## src/rtl/seven_seg_scan_n.sv

```systemverilog
// seven_seg_scan_n: N-digit time-multiplexed seven-segment driver with dead time,
// per-digit blanking and dp, leading-zero suppression and a frame-coherent input snapshot.
// Optional feature macro SEG_BRIGHTNESS_EN adds a 4-bit PWM brightness input.
module seven_seg_scan_n #(
  parameter int N_DIGITS       = 2,
  parameter int REFRESH_DIV    = 24000,
  parameter int BLANK_CYCLES   = 64,
  parameter int AN_ACTIVE_LOW  = 1,
  parameter int SEG_ACTIVE_LOW = 1,
  localparam int IW = (N_DIGITS > 1) ? $clog2(N_DIGITS) : 1
) (
  input  logic                  clk,
  input  logic                  reset,
  input  logic [4*N_DIGITS-1:0] digits,
  input  logic [N_DIGITS-1:0]   dp_in,
  input  logic [N_DIGITS-1:0]   blank_mask,
  input  logic                  lz_en,
`ifdef SEG_BRIGHTNESS_EN
  input  logic [3:0]            brightness,
`endif
  output logic [6:0]            seg,
  output logic                  dp,
  output logic [N_DIGITS-1:0]   an,
  output logic [IW-1:0]         digit_idx,
  output logic                  frame_tick
);

  localparam int CW = (REFRESH_DIV > 1) ? $clog2(REFRESH_DIV) : 1;
  localparam logic [CW-1:0]       CNT_LAST  = CW'(REFRESH_DIV - 1);
  localparam logic [CW-1:0]       CNT_BLANK = CW'(BLANK_CYCLES);
  localparam logic [IW-1:0]       IDX_LAST  = IW'(N_DIGITS - 1);
  localparam logic [N_DIGITS-1:0] AN_OFF    = (AN_ACTIVE_LOW != 0) ? '1 : '0;
  localparam logic [6:0]          SEG_OFF   = (SEG_ACTIVE_LOW != 0) ? 7'h7F : 7'h00;
  localparam logic                DP_OFF    = (SEG_ACTIVE_LOW != 0);

  typedef enum logic {BLANK, DRIVE} state_e;

  // With no dead time the slot starts straight in DRIVE; otherwise BLANK would
  // wait for a counter value that never comes.
  localparam state_e ST_RESET = (BLANK_CYCLES > 0) ? BLANK : DRIVE;

  // Standard hex glyphs, active-high, bit order gfedcba.
  function automatic logic [6:0] hex_glyph(input logic [3:0] v);
    case (v)
      4'h0:    hex_glyph = 7'b0111111;
      4'h1:    hex_glyph = 7'b0000110;
      4'h2:    hex_glyph = 7'b1011011;
      4'h3:    hex_glyph = 7'b1001111;
      4'h4:    hex_glyph = 7'b1100110;
      4'h5:    hex_glyph = 7'b1101101;
      4'h6:    hex_glyph = 7'b1111101;
      4'h7:    hex_glyph = 7'b0000111;
      4'h8:    hex_glyph = 7'b1111111;
      4'h9:    hex_glyph = 7'b1101111;
      4'hA:    hex_glyph = 7'b1110111;
      4'hB:    hex_glyph = 7'b1111100;
      4'hC:    hex_glyph = 7'b0111001;
      4'hD:    hex_glyph = 7'b1011110;
      4'hE:    hex_glyph = 7'b1111001;
      default: hex_glyph = 7'b1110001;
    endcase
  endfunction

  logic [CW-1:0]         cnt_q, cnt_d;
  logic [IW-1:0]         idx_q, idx_d;
  state_e                state_q, state_d;
  logic                  tick_q, tick_d;
  logic                  first_q;
  logic                  wrap, capture;

  logic [4*N_DIGITS-1:0] snap_dig_q;
  logic [N_DIGITS-1:0]   snap_dp_q, snap_blank_q;
  logic                  snap_lz_q;
`ifdef SEG_BRIGHTNESS_EN
  logic [3:0]            snap_bright_q;
  logic [3:0]            cur_bright;
`endif

  logic [4*N_DIGITS-1:0] cur_dig;
  logic [N_DIGITS-1:0]   cur_dp, cur_blank, lz_mask;
  logic                  cur_lz, above_zero, dark, pwm_on;
  logic [3:0]            dig_val;

  logic [N_DIGITS-1:0]   an_q, an_d;
  logic [6:0]            seg_q, seg_d;
  logic                  dp_q, dp_d;

  assign wrap    = (cnt_q == CNT_LAST);
  // Snapshot on the first cycle out of reset and at every frame boundary.
  assign capture = first_q | tick_d;

  // Next-state logic: slot counter, digit index, frame tick and BLANK/DRIVE phase.
  always_comb begin
    cnt_d   = wrap ? '0 : cnt_q + 1'b1;
    idx_d   = idx_q;
    tick_d  = 1'b0;
    state_d = state_q;
    if (wrap) begin
      idx_d   = (idx_q == IDX_LAST) ? '0 : idx_q + 1'b1;
      tick_d  = (idx_q == IDX_LAST);
      state_d = ST_RESET;
    end else if (state_q == BLANK && cnt_q == CNT_BLANK - 1'b1) begin
      state_d = DRIVE;
    end
  end

  // Scan state registers.
  always_ff @(posedge clk or posedge reset) begin
    if (reset) begin
      cnt_q   <= '0;
      idx_q   <= '0;
      state_q <= ST_RESET;
      tick_q  <= 1'b0;
      first_q <= 1'b1;
    end else begin
      cnt_q   <= cnt_d;
      idx_q   <= idx_d;
      state_q <= state_d;
      tick_q  <= tick_d;
      first_q <= 1'b0;
    end
  end

  // Frame snapshot of every display input.
  always_ff @(posedge clk or posedge reset) begin
    if (reset) begin
      snap_dig_q    <= '0;
      snap_dp_q     <= '0;
      snap_blank_q  <= '0;
      snap_lz_q     <= 1'b0;
`ifdef SEG_BRIGHTNESS_EN
      snap_bright_q <= '0;
`endif
    end else if (capture) begin
      snap_dig_q    <= digits;
      snap_dp_q     <= dp_in;
      snap_blank_q  <= blank_mask;
      snap_lz_q     <= lz_en;
`ifdef SEG_BRIGHTNESS_EN
      snap_bright_q <= brightness;
`endif
    end
  end

  // Decode of the current digit; on the very first cycle the snapshot is still
  // being loaded, so the live inputs stand in for it.
  always_comb begin
    cur_dig   = first_q ? digits     : snap_dig_q;
    cur_dp    = first_q ? dp_in      : snap_dp_q;
    cur_blank = first_q ? blank_mask : snap_blank_q;
    cur_lz    = first_q ? lz_en      : snap_lz_q;

    lz_mask    = '0;
    above_zero = cur_lz;
    for (int k = N_DIGITS - 1; k >= 1; k--) begin
      above_zero = above_zero && (cur_dig[4*k +: 4] == 4'h0);
      lz_mask[k] = above_zero;
    end

    dig_val = cur_dig[{idx_q, 2'b00} +: 4];
    dark    = cur_blank[idx_q] | lz_mask[idx_q];

`ifdef SEG_BRIGHTNESS_EN
    cur_bright = first_q ? brightness : snap_bright_q;
    pwm_on     = (4'(cnt_q - CNT_BLANK) < cur_bright);
`else
    pwm_on     = 1'b1;
`endif

    an_d = AN_OFF;
    if (state_q == DRIVE && !dark && pwm_on)
      an_d = AN_OFF ^ (N_DIGITS'(1) << idx_q);

    // Segments and dp only load while the anodes are dark (cnt 0 covers the
    // zero-dead-time case, where both pins switch together).
    seg_d = seg_q;
    dp_d  = dp_q;
    if (state_q == BLANK || cnt_q == '0) begin
      seg_d = dark ? SEG_OFF : (hex_glyph(dig_val) ^ SEG_OFF);
      dp_d  = (!dark && cur_dp[idx_q]) ? ~DP_OFF : DP_OFF;
    end
  end

  // Registered pin drivers, forced inactive by reset.
  always_ff @(posedge clk or posedge reset) begin
    if (reset) begin
      an_q  <= AN_OFF;
      seg_q <= SEG_OFF;
      dp_q  <= DP_OFF;
    end else begin
      an_q  <= an_d;
      seg_q <= seg_d;
      dp_q  <= dp_d;
    end
  end

  assign an         = an_q;
  assign seg        = seg_q;
  assign dp         = dp_q;
  assign digit_idx  = idx_q;
  assign frame_tick = tick_q;

endmodule

```

## config.mk

```make
export PLATFORM = sky130hd
export DESIGN_NAME = seven_seg_scan_n
export DESIGN_NICKNAME = d
export VERILOG_FILES = /design/src/rtl/seven_seg_scan_n.sv
export SDC_FILE = /design/constraint.sdc
export NUM_CORES = 1
export LEC_CHECK = 0
export CAP_MARGIN = 40
export CORE_MARGIN = 2
export CORE_UTILIZATION = 55
export DETAILED_ROUTE_END_ITERATION = 8
export PLACE_DENSITY = 0.76
export SLEW_MARGIN = 30
export SYNTH_ARGS = -nofsm -noshare
export SYNTH_HDL_FRONTEND = slang
export SYNTH_SLANG_ARGS = --single-unit
```

## constraint.sdc

```tcl
create_clock -name clk -period 2.6 [get_ports clk]
set_input_delay 0.52 -clock clk [delete_from_list [all_inputs] [get_ports clk]]
set_output_delay 0.52 -clock clk [all_outputs]
set_load 0.05 [all_outputs]
```

Word-level counts from Yosys, hierarchy flattened

Memory sizes are Yosys's and may differ from the RTL's.
Index checks and enable logic that the tools add are counted.

Input port bits: 15
Output and inout port bits: 12
Bits in read-only memories: 112
Memories kept: 1
Flip-flop bits (word level): 42

Memory list:

| memory           | words | width | read ports | clocked after Yosys merged registers in | write ports | line | source |
|---|---|---|---|---|---|---|---|
| (name not given) | 16    | 7     | 1          | 0                                       | 0           | 44   | `case (v)` |

Shift-type cells: 2
Equal/unequal tests: 2
Reductions and logical operators: 9
Mux-type cells: 19
Add/subtract/negate cells: 2
Bitwise logic cells: 5
Order comparisons: 1

Operators by type and width:

| cell                                                  | count |
|---|---|
| adder 15 x 1 -> 15 bit (second input constant)        | 1 |
| equality test 15 bit (second input constant)          | 1 |
| equality test 15 x 6 -> 1 bit (second input constant) | 1 |
| logical NOT 15 bit                                    | 1 |
| two-way mux 15 bit                                    | 1 |
| two-way mux 7 bit                                     | 2 |
| two-way mux 1 bit                                     | 12 |
| two-way mux 8 bit                                     | 1 |
| variable part select 8 x 4 -> 4 bit                   | 1 |
| inverter 7 bit                                        | 1 |
| two-way mux 2 bit                                     | 3 |
| logical AND 1 bit                                     | 4 |
| logical NOT 4 bit                                     | 1 |
| < comparator 1 x 2 -> 1 bit (second input constant)   | 1 |
| inverter 2 bit                                        | 1 |
| OR 1 bit                                              | 2 |
| nonzero test 2 bit                                    | 1 |
| << shifter 1 x 1 -> 2 bit (first input constant)      | 1 |
| adder 1 bit (second input constant)                   | 1 |
| logical NOT 1 bit                                     | 1 |
| logical OR 1 bit                                      | 1 |
| inverter 1 bit                                        | 1 |

Depth between registers and ports, before layout

Gate-level depths: netlist of the first run.

Depth after elaboration: 9
Depth in mapped cells: 8

Worst setup path before layout of the first run

Ideal clock, no wire load.

Kind: reg-to-reg
Start point: register first_q
End point: register seg_q[3] (netlist: seg[3])
Path slack: 399 ps
Arrival time: 2124 ps
Setup time: 77 ps
Required time: 2523 ps
Clock period less this slack: 2201 ps
Cell stages (with the launch flop): 8
Cell sequence: dfstp_2 > buf_4 > mux4_2 > inv_1 > ha_1 > o21a_1 > o2bb2ai_1 > a31oi_1

Word-level cells in the longest chain between the ends: 7

RTL lines:

| item                                                                        | line | source |
|---|---|---|
| from (decl)                                                                 | 68   | `logic first_q;` |
| from (signal assigned)                                                      | 114  | `first_q <= 1'b1;` |
| from (signal assigned)                                                      | 120  | `first_q <= 1'b0;` |
| parallel branches: the longest is 6 deep, another holds memory (16 x 7 bit) | n/a  |  |
| two-way mux 7 bit (*)                                                       | 179  | `seg_d = dark ? SEG_OFF : (hex_glyph(dig_val) ^ SEG_OFF);` |
| to (signal assigned)                                                        | 192  | `seg_q <= seg_d;` |
| to (decl)                                                                   | 85   | `logic [6:0] seg_q, seg_d;` |

Every way passes the cells marked *. The select of a mux whose other input is x is not followed.
A chain may end at the register's enable or synchronous reset.

Final worst setup path of the first run

Same ends and word-level chain as after synthesis.

==> results of run 1 <==
[state kept, by name, indices dropped and copies added, names as in the netlist]
register and cells:
cnt_q 15, snap_dig_q 8, seg 7, an 2, snap_blank_q 2, snap_dp_q 2, digit_idx 1, dp 1
first_q 1, frame_tick 1, snap_lz_q 1, state_q 1
[placed cells by master (no fill, tap or decap), drive strengths merged, types with 5 or more instances in the layout]
cell,netlist,layout
dfrtp,31,31
a31oi,9,9
a21oi,5,5
dfstp,11,11
nor3,12,12
xnor2,6,6
nand2,8,8
nand3,5,5
or3,5,5
o21ai,6,6
clkbuf,3,7
nor2,10,10
clkdlybuf4s50,0,26
mux4,5,5
mux2,17,17
inv,8,8
ha,8,8
[where the power goes]
part	switching (mW)	internal, mW
Clock	0.220	0.288
Sequential	0.0291	0.708
Combinational	0.161	0.134
[critical path: stages, from the launching register on]
cell and delay (ns):
dfstp_2 0.75, mux4_2 0.62, inv_1 0.16, ha_1 0.25, o21a_1 0.21, o2bb2ai_1 0.12
a31oi_1 0.18
[area by class of cell]
cell class              instances  area share
inverters                       9      0.0125
repair buffers                 30       0.108
well taps                      50      0.0232
multi-input cells             138       0.423
clock inverters                 1      0.0111
clock buffers                   7      0.0283
flip-flops and latches         42       0.395
[cell families after synthesis]
family / Yosys count / share of synthesized area
simple gates: 65 / 0.164
flops: 42 / 0.461
compound gates: 30 / 0.0893
mux: 24 / 0.158
buf+inv: 19 / 0.0455
xor+xnor: 10 / 0.0379
fa+ha+maj: 8 / 0.0433
other cells: 1 / 0.00162
[stage by stage]
| step | hold slack, ns | cell area [µm²] | setup WS, ns | instances |
|---|---|---|---|---|
| 3_5_place_dp | 0.464 | 2590 | 0.0942 | 269 |
| 5_1_grt | 0.516 | 2700 | 0.109 | 277 |
| 2_1_floorplan | 0.424 | 2310 | 0.399 | 199 |
| 4_1_cts | 0.476 | 2700 | 0.215 | 277 |
| 6_report | 0.476 | 2700 | 0.225 | 277 |
| 3_3_place_gp | 0.446 | 2590 | 0.188 | 269 |
[routing by layer]
| layer | track usage | up-vias | share of wire |
|---|---|---|---|
| li1 | - | 773 | - |
| met1 | 0.300 | 809 | 0.46 |
| met2 | 0.387 | 39 | 0.49 |
| met3 | 0.0471 | 7 | 0.039 |
| met4 | 0.0784 | 0 | 0.013 |
| met5 | 0 | - | 0 |
[worst paths after layout]
check                           startpoint         to  depth (start not counted)
worst max-delay path               first_q     seg[3]                          6
worst min-delay path               state_q      an[0]                          1
worst max register to register     first_q     seg[3]                          6
worst min register to register     state_q      an[0]                          1
max in group asynchronous            reset     seg[4]                          3
min in group asynchronous            reset  cnt_q[12]                          3
==> results.sh, run 1 <==
export IMPL_r2r_setup_slack_ns=0.23
export IMPL_ys_top_cells_by_count="dfrtp_1, dfstp_2, mux2_4, nor3_1, nor2_1"
export IMPL_overflow=0
export IMPL_insertion_delay_ns=0.29
export IMPL_syn_area_mm2=0.00231
export IMPL_syn_nets=222
export IMPL_synthTopCellsByArea="dfrtp_1, dfstp_2, mux2_4"
export IMPL_ir_drop_mv=0.331
export IMPL_worstMarginPinSlew_ns=0.611
export IMPL_setup_viol=0
export IMPL_cts_setup_buffers=0
export IMPL_vias_per_cell=5.88
export IMPL_criticalPathCategory="flip-flop to flip-flop"
export IMPL_grt_pass1_wl_um=8090
export IMPL_ios=27
export IMPL_synth_seq_cells=42
export IMPL_start_util=0.574
export IMPL_worstPathArrival_ns=2.59
export IMPL_multi_input_area_mm2=0.00114
export IMPL_synthDistinctLibCells=51
export IMPL_grt_max_degree=43
export IMPL_maxCapViolCount=0
export IMPL_cp_required_ns=2.81
export IMPL_setup_tns_ns=0
export IMPL_synth_avg_cell_area_um2=11.6
export IMPL_yosysWarnings=0
export IMPL_num_rows=23
export IMPL_hold_viol=0
export IMPL_final_nets=249
export IMPL_wl_um=4640
export IMPL_dieHeight_um=68.8
export IMPL_holdBufCountCts=0
export IMPL_diodes=0
export IMPL_drive_gt1_frac=0.216
export IMPL_finalPower_mw=1.54
export IMPL_nFillCells=319
export IMPL_relSlewSlack=0.593
export IMPL_core_area_mm2=0.00403
export IMPL_hold_class="flip-flop to flip-flop"
export IMPL_max_freq_ghz=0.421
export IMPL_cp_end_kind="flip-flop"
export IMPL_finClkSkew_ns=0.00507
export IMPL_first_pass_iters=4
export IMPL_clock_path_buffers=2
export IMPL_synth_cells=199
export IMPL_ys_flop_type="dfrtp_1"
export IMPL_grt_usage=0.231
export IMPL_power_density_mw_per_mm2=570
export IMPL_slew_violations=0
export IMPL_ys_seq_area_frac=0.461
export IMPL_syn_to_final_growth_pct=16.8
export IMPL_status="finished, final reports clean"
export IMPL_leakagePower_nw=1.14
export IMPL_cts_root_buf="clkbuf_8"
export IMPL_finalCritPeriodShare=0.913
export IMPL_port_buffers=26
export IMPL_die_w_um=68.8
export IMPL_min_period_ns=2.37
export IMPL_antenna_found_initial=0
export IMPL_grt_pass1_vias=1769
export IMPL_ff_latch_area_mm2=0.00106
export IMPL_cts_resized=0
export IMPL_rsz0062_at_grt="false"
export IMPL_die_area_mm2=0.00474
export IMPL_async_flop_share=1.00
export IMPL_clkSinkCount=42
export IMPL_drtIter0Drc=135
export IMPL_synth_edf_count=0
export IMPL_fin_util=0.670
export IMPL_synthDominantCellAreaShare=0.336
export IMPL_critical_path_peak_fanout=13
export IMPL_synthMostInstantiatedCell="dfrtp_1"
export IMPL_h_tree_depth=2
export IMPL_route_detailed_wl_per_inst_um=16.8
export IMPL_cts_made_buffers=5
export IMPL_timing_critical_path_from_type="flip-flop"
export IMPL_finalWeightedCongestion=0.843
export IMPL_cts_clk_slew_worst_paths_ns=0.08
export IMPL_drc=0
export IMPL_synth_top_area_cell="dfrtp_1"
export IMPL_place_hpwl_um=3200
export IMPL_ant_nets=0
export IMPL_cts_tree="yes"
export IMPL_num_vias=1628
No activity file was read; power rests on OpenSTA's default activity.
==> run 2, diff against run 1 <==
- CTS_CLUSTER_SIZE: not set -> 14
- GPL_TIMING_DRIVEN: not set -> 0
- SLEW_MARGIN: 30 -> 25
==> results.sh, run 2 (synthesis results as in run 1) <==
export IMPL_timing_critical_path_from_type="flip-flop"
export IMPL_h_tree_depth=2
export IMPL_timing_rr_start="first_q"
export IMPL_p_int_mw=1.14
export IMPL_min_period_ns=2.41
export IMPL_grt_pass1_wl_um=7940
export IMPL_syn_to_final_growth_pct=19.8
export IMPL_cp_required_ns=2.82
export IMPL_diodes=0
export IMPL_highest_layer="met4"
export IMPL_num_vias=1706
export IMPL_grt_usage=0.231
export IMPL_holdBufCountCts=0
export IMPL_relSlewSlack=0.545
export IMPL_cts_made_buffers=5
export IMPL_min_path_cells=1
export IMPL_switching_share=0.269
export IMPL_cp_end_kind="flip-flop"
export IMPL_ant_nets=0
export IMPL_r2r_end="seg[3]"
export IMPL_pwr_share_comb=0.200
export IMPL_power_density_mw_per_mm2=561
export IMPL_slew_violations=0
export IMPL_met3_length_um=232
export IMPL_cpPeakStageDelay_ns=0.60
export IMPL_wl_met1_um=2050
export IMPL_hold_viol=0
export IMPL_drtIter0Drc=114
export IMPL_crit_path_cell_trace="buf_4 > mux4_2 > inv_1 > ha_1 > o21a_1 > o2bb2ai_1 > a31oi_1"
export IMPL_cts_resized=0
export IMPL_final_cell_mix="dfrtp_1, clkdlybuf4s50_1, mux2_4, nor3_1, dfstp_2"
export IMPL_wl_um=4710
export IMPL_worstPathArrival_ns=2.62
export IMPL_status="finished, final reports clean"
export IMPL_first_pass_iters=4
export IMPL_holdPathEnd="an[0]"
export IMPL_cts_tree="yes"
export IMPL_insertion_delay_ns=0.29
export IMPL_cts_root_buf="clkbuf_8"
export IMPL_worstMarginPinSlew_ns=0.676
export IMPL_ios=27
export IMPL_clkSinkCount=42
export IMPL_pwr_share_seq=0.473
export IMPL_criticalPathCategory="flip-flop to flip-flop"
export IMPL_r2r_cells=7
export IMPL_maxCapViolCount=0
export IMPL_multi_input_area_mm2=0.00114
export IMPL_grt_pass1_vias=1696
export IMPL_place_hpwl_um=3580
export IMPL_setup_tns_ns=0
export IMPL_max_freq_ghz=0.415
export IMPL_die_area_mm2=0.00474
export IMPL_finalCritPeriodShare=0.926
export IMPL_port_buffers=26
export IMPL_nFillCells=300
export IMPL_largest_reg_flops=15
export IMPL_drc=0
export IMPL_fin_util=0.687
export IMPL_hold_class="flip-flop to flip-flop"
export IMPL_finClkSkew_ns=0.0109
export IMPL_dieHeight_um=68.8
export IMPL_critical_path_peak_fanout=10
export IMPL_layout_commonest_cell="dfrtp_1"
export IMPL_worstHoldStart="state_q"
export IMPL_antenna_found_initial=0
export IMPL_start_util=0.574
export IMPL_setup_viol=0
export IMPL_cts_setup_buffers=0
export IMPL_num_rows=23
export IMPL_grt_max_degree=32
export IMPL_ff_latch_area_mm2=0.00106
export IMPL_vias_per_cell=6.01
export IMPL_rsz0062_at_grt="false"
export IMPL_ir_drop_mv=0.372
export IMPL_cts_clk_slew_worst_paths_ns=0.08
export IMPL_r2r_setup_slack_ns=0.19
export IMPL_die_w_um=68.8
export IMPL_p_sw_mw=0.417
export IMPL_clock_path_buffers=2
export IMPL_dr_wl_met2_um=2370
export IMPL_drive_gt1_frac=0.244
export IMPL_largest_register="cnt_q"
export IMPL_core_area_mm2=0.00403
export IMPL_overflow=0
export IMPL_route_detailed_wl_per_inst_um=16.6
export IMPL_final_nets=256
export IMPL_finalWeightedCongestion=0.818
export IMPL_leakagePower_nw=1.17
export IMPL_clock_power_share=0.328
export IMPL_slowest_stage="dfstp_2"
-- run 2: cell count changes in the layout (fill, tap and decap cells not counted) --
cell,before,now
buf_12,0,1
buf_2,0,3
buf_4,4,1
buf_6,0,3
clkbuf_4,0,1
clkinvlp_4,0,2
inv_1,8,7
inv_2,0,1
-- run 2: worst max path at each step --
stage | start | end | slack [ns] | depth (start not counted)
6_report | first_q | seg[3] | 0.19 | 7
5_1_grt | first_q | seg[3] | 0.08 | 7
4_1_cts | first_q | seg[3] | 0.18 | 7
3_5_place_dp | digits[5] | seg[3] | 0.06 | 7
3_3_place_gp | digits[5] | seg[3] | 0.13 | 7
2_1_floorplan | first_q | seg[3] | 0.40 | 7
-- run 2: power groups by stage --
stage,Sequential (mW),Clock [mW],Combinational [mW]
2_1_floorplan,0.809,0,0.144
3_3_place_gp,0.741,0,0.295
3_5_place_dp,0.746,0,0.311
6_report,0.734,0.509,0.310
5_1_grt,0.738,0.556,0.335
4_1_cts,0.734,0.523,0.312
-- run 2: area by class of cell --
| cell class | count | share of cell area |
|---|---|---|
| plain buffers | 10 | 0.0258 |
| clock buffers | 5 | 0.0249 |
| clock inverters | 3 | 0.0163 |
| inverters | 9 | 0.0122 |
| multi-input cells | 138 | 0.412 |
| flip-flops and latches | 42 | 0.385 |
| well taps | 50 | 0.0226 |
| repair buffers | 27 | 0.101 |
-- run 2: metrics by stage --
step / cells / area (µm²) / hold WS, ns / power (mW) / setup slack (ns)
2_1_floorplan: 199 / 2310 / 0.424 / 0.954 / 0.399
3_3_place_gp: 275 / 2630 / 0.444 / 1.04 / 0.130
3_5_place_dp: 276 / 2650 / 0.453 / 1.06 / 0.0619
4_1_cts: 284 / 2770 / 0.470 / 1.57 / 0.177
5_1_grt: 284 / 2770 / 0.503 / 1.63 / 0.0761
6_report: 284 / 2770 / 0.464 / 1.55 / 0.191
-- run 2: worst max-delay path: cells and delay by family, from the launching register on --
kind	cells	cell delay, ns
AO/OA/AOI/OAI	3	0.53
adder cells (fa/ha/maj)	1	0.25
flip-flops	1	0.60
multiplexers	1	0.59
buffers and inverters	2	0.37
-- run 2: per-layer routing --
layer	global-route usage	up-vias
li1	-	793
met5	0	-
met4	0.0760	0
met1	0.299	853
met3	0.0568	7
met2	0.381	53
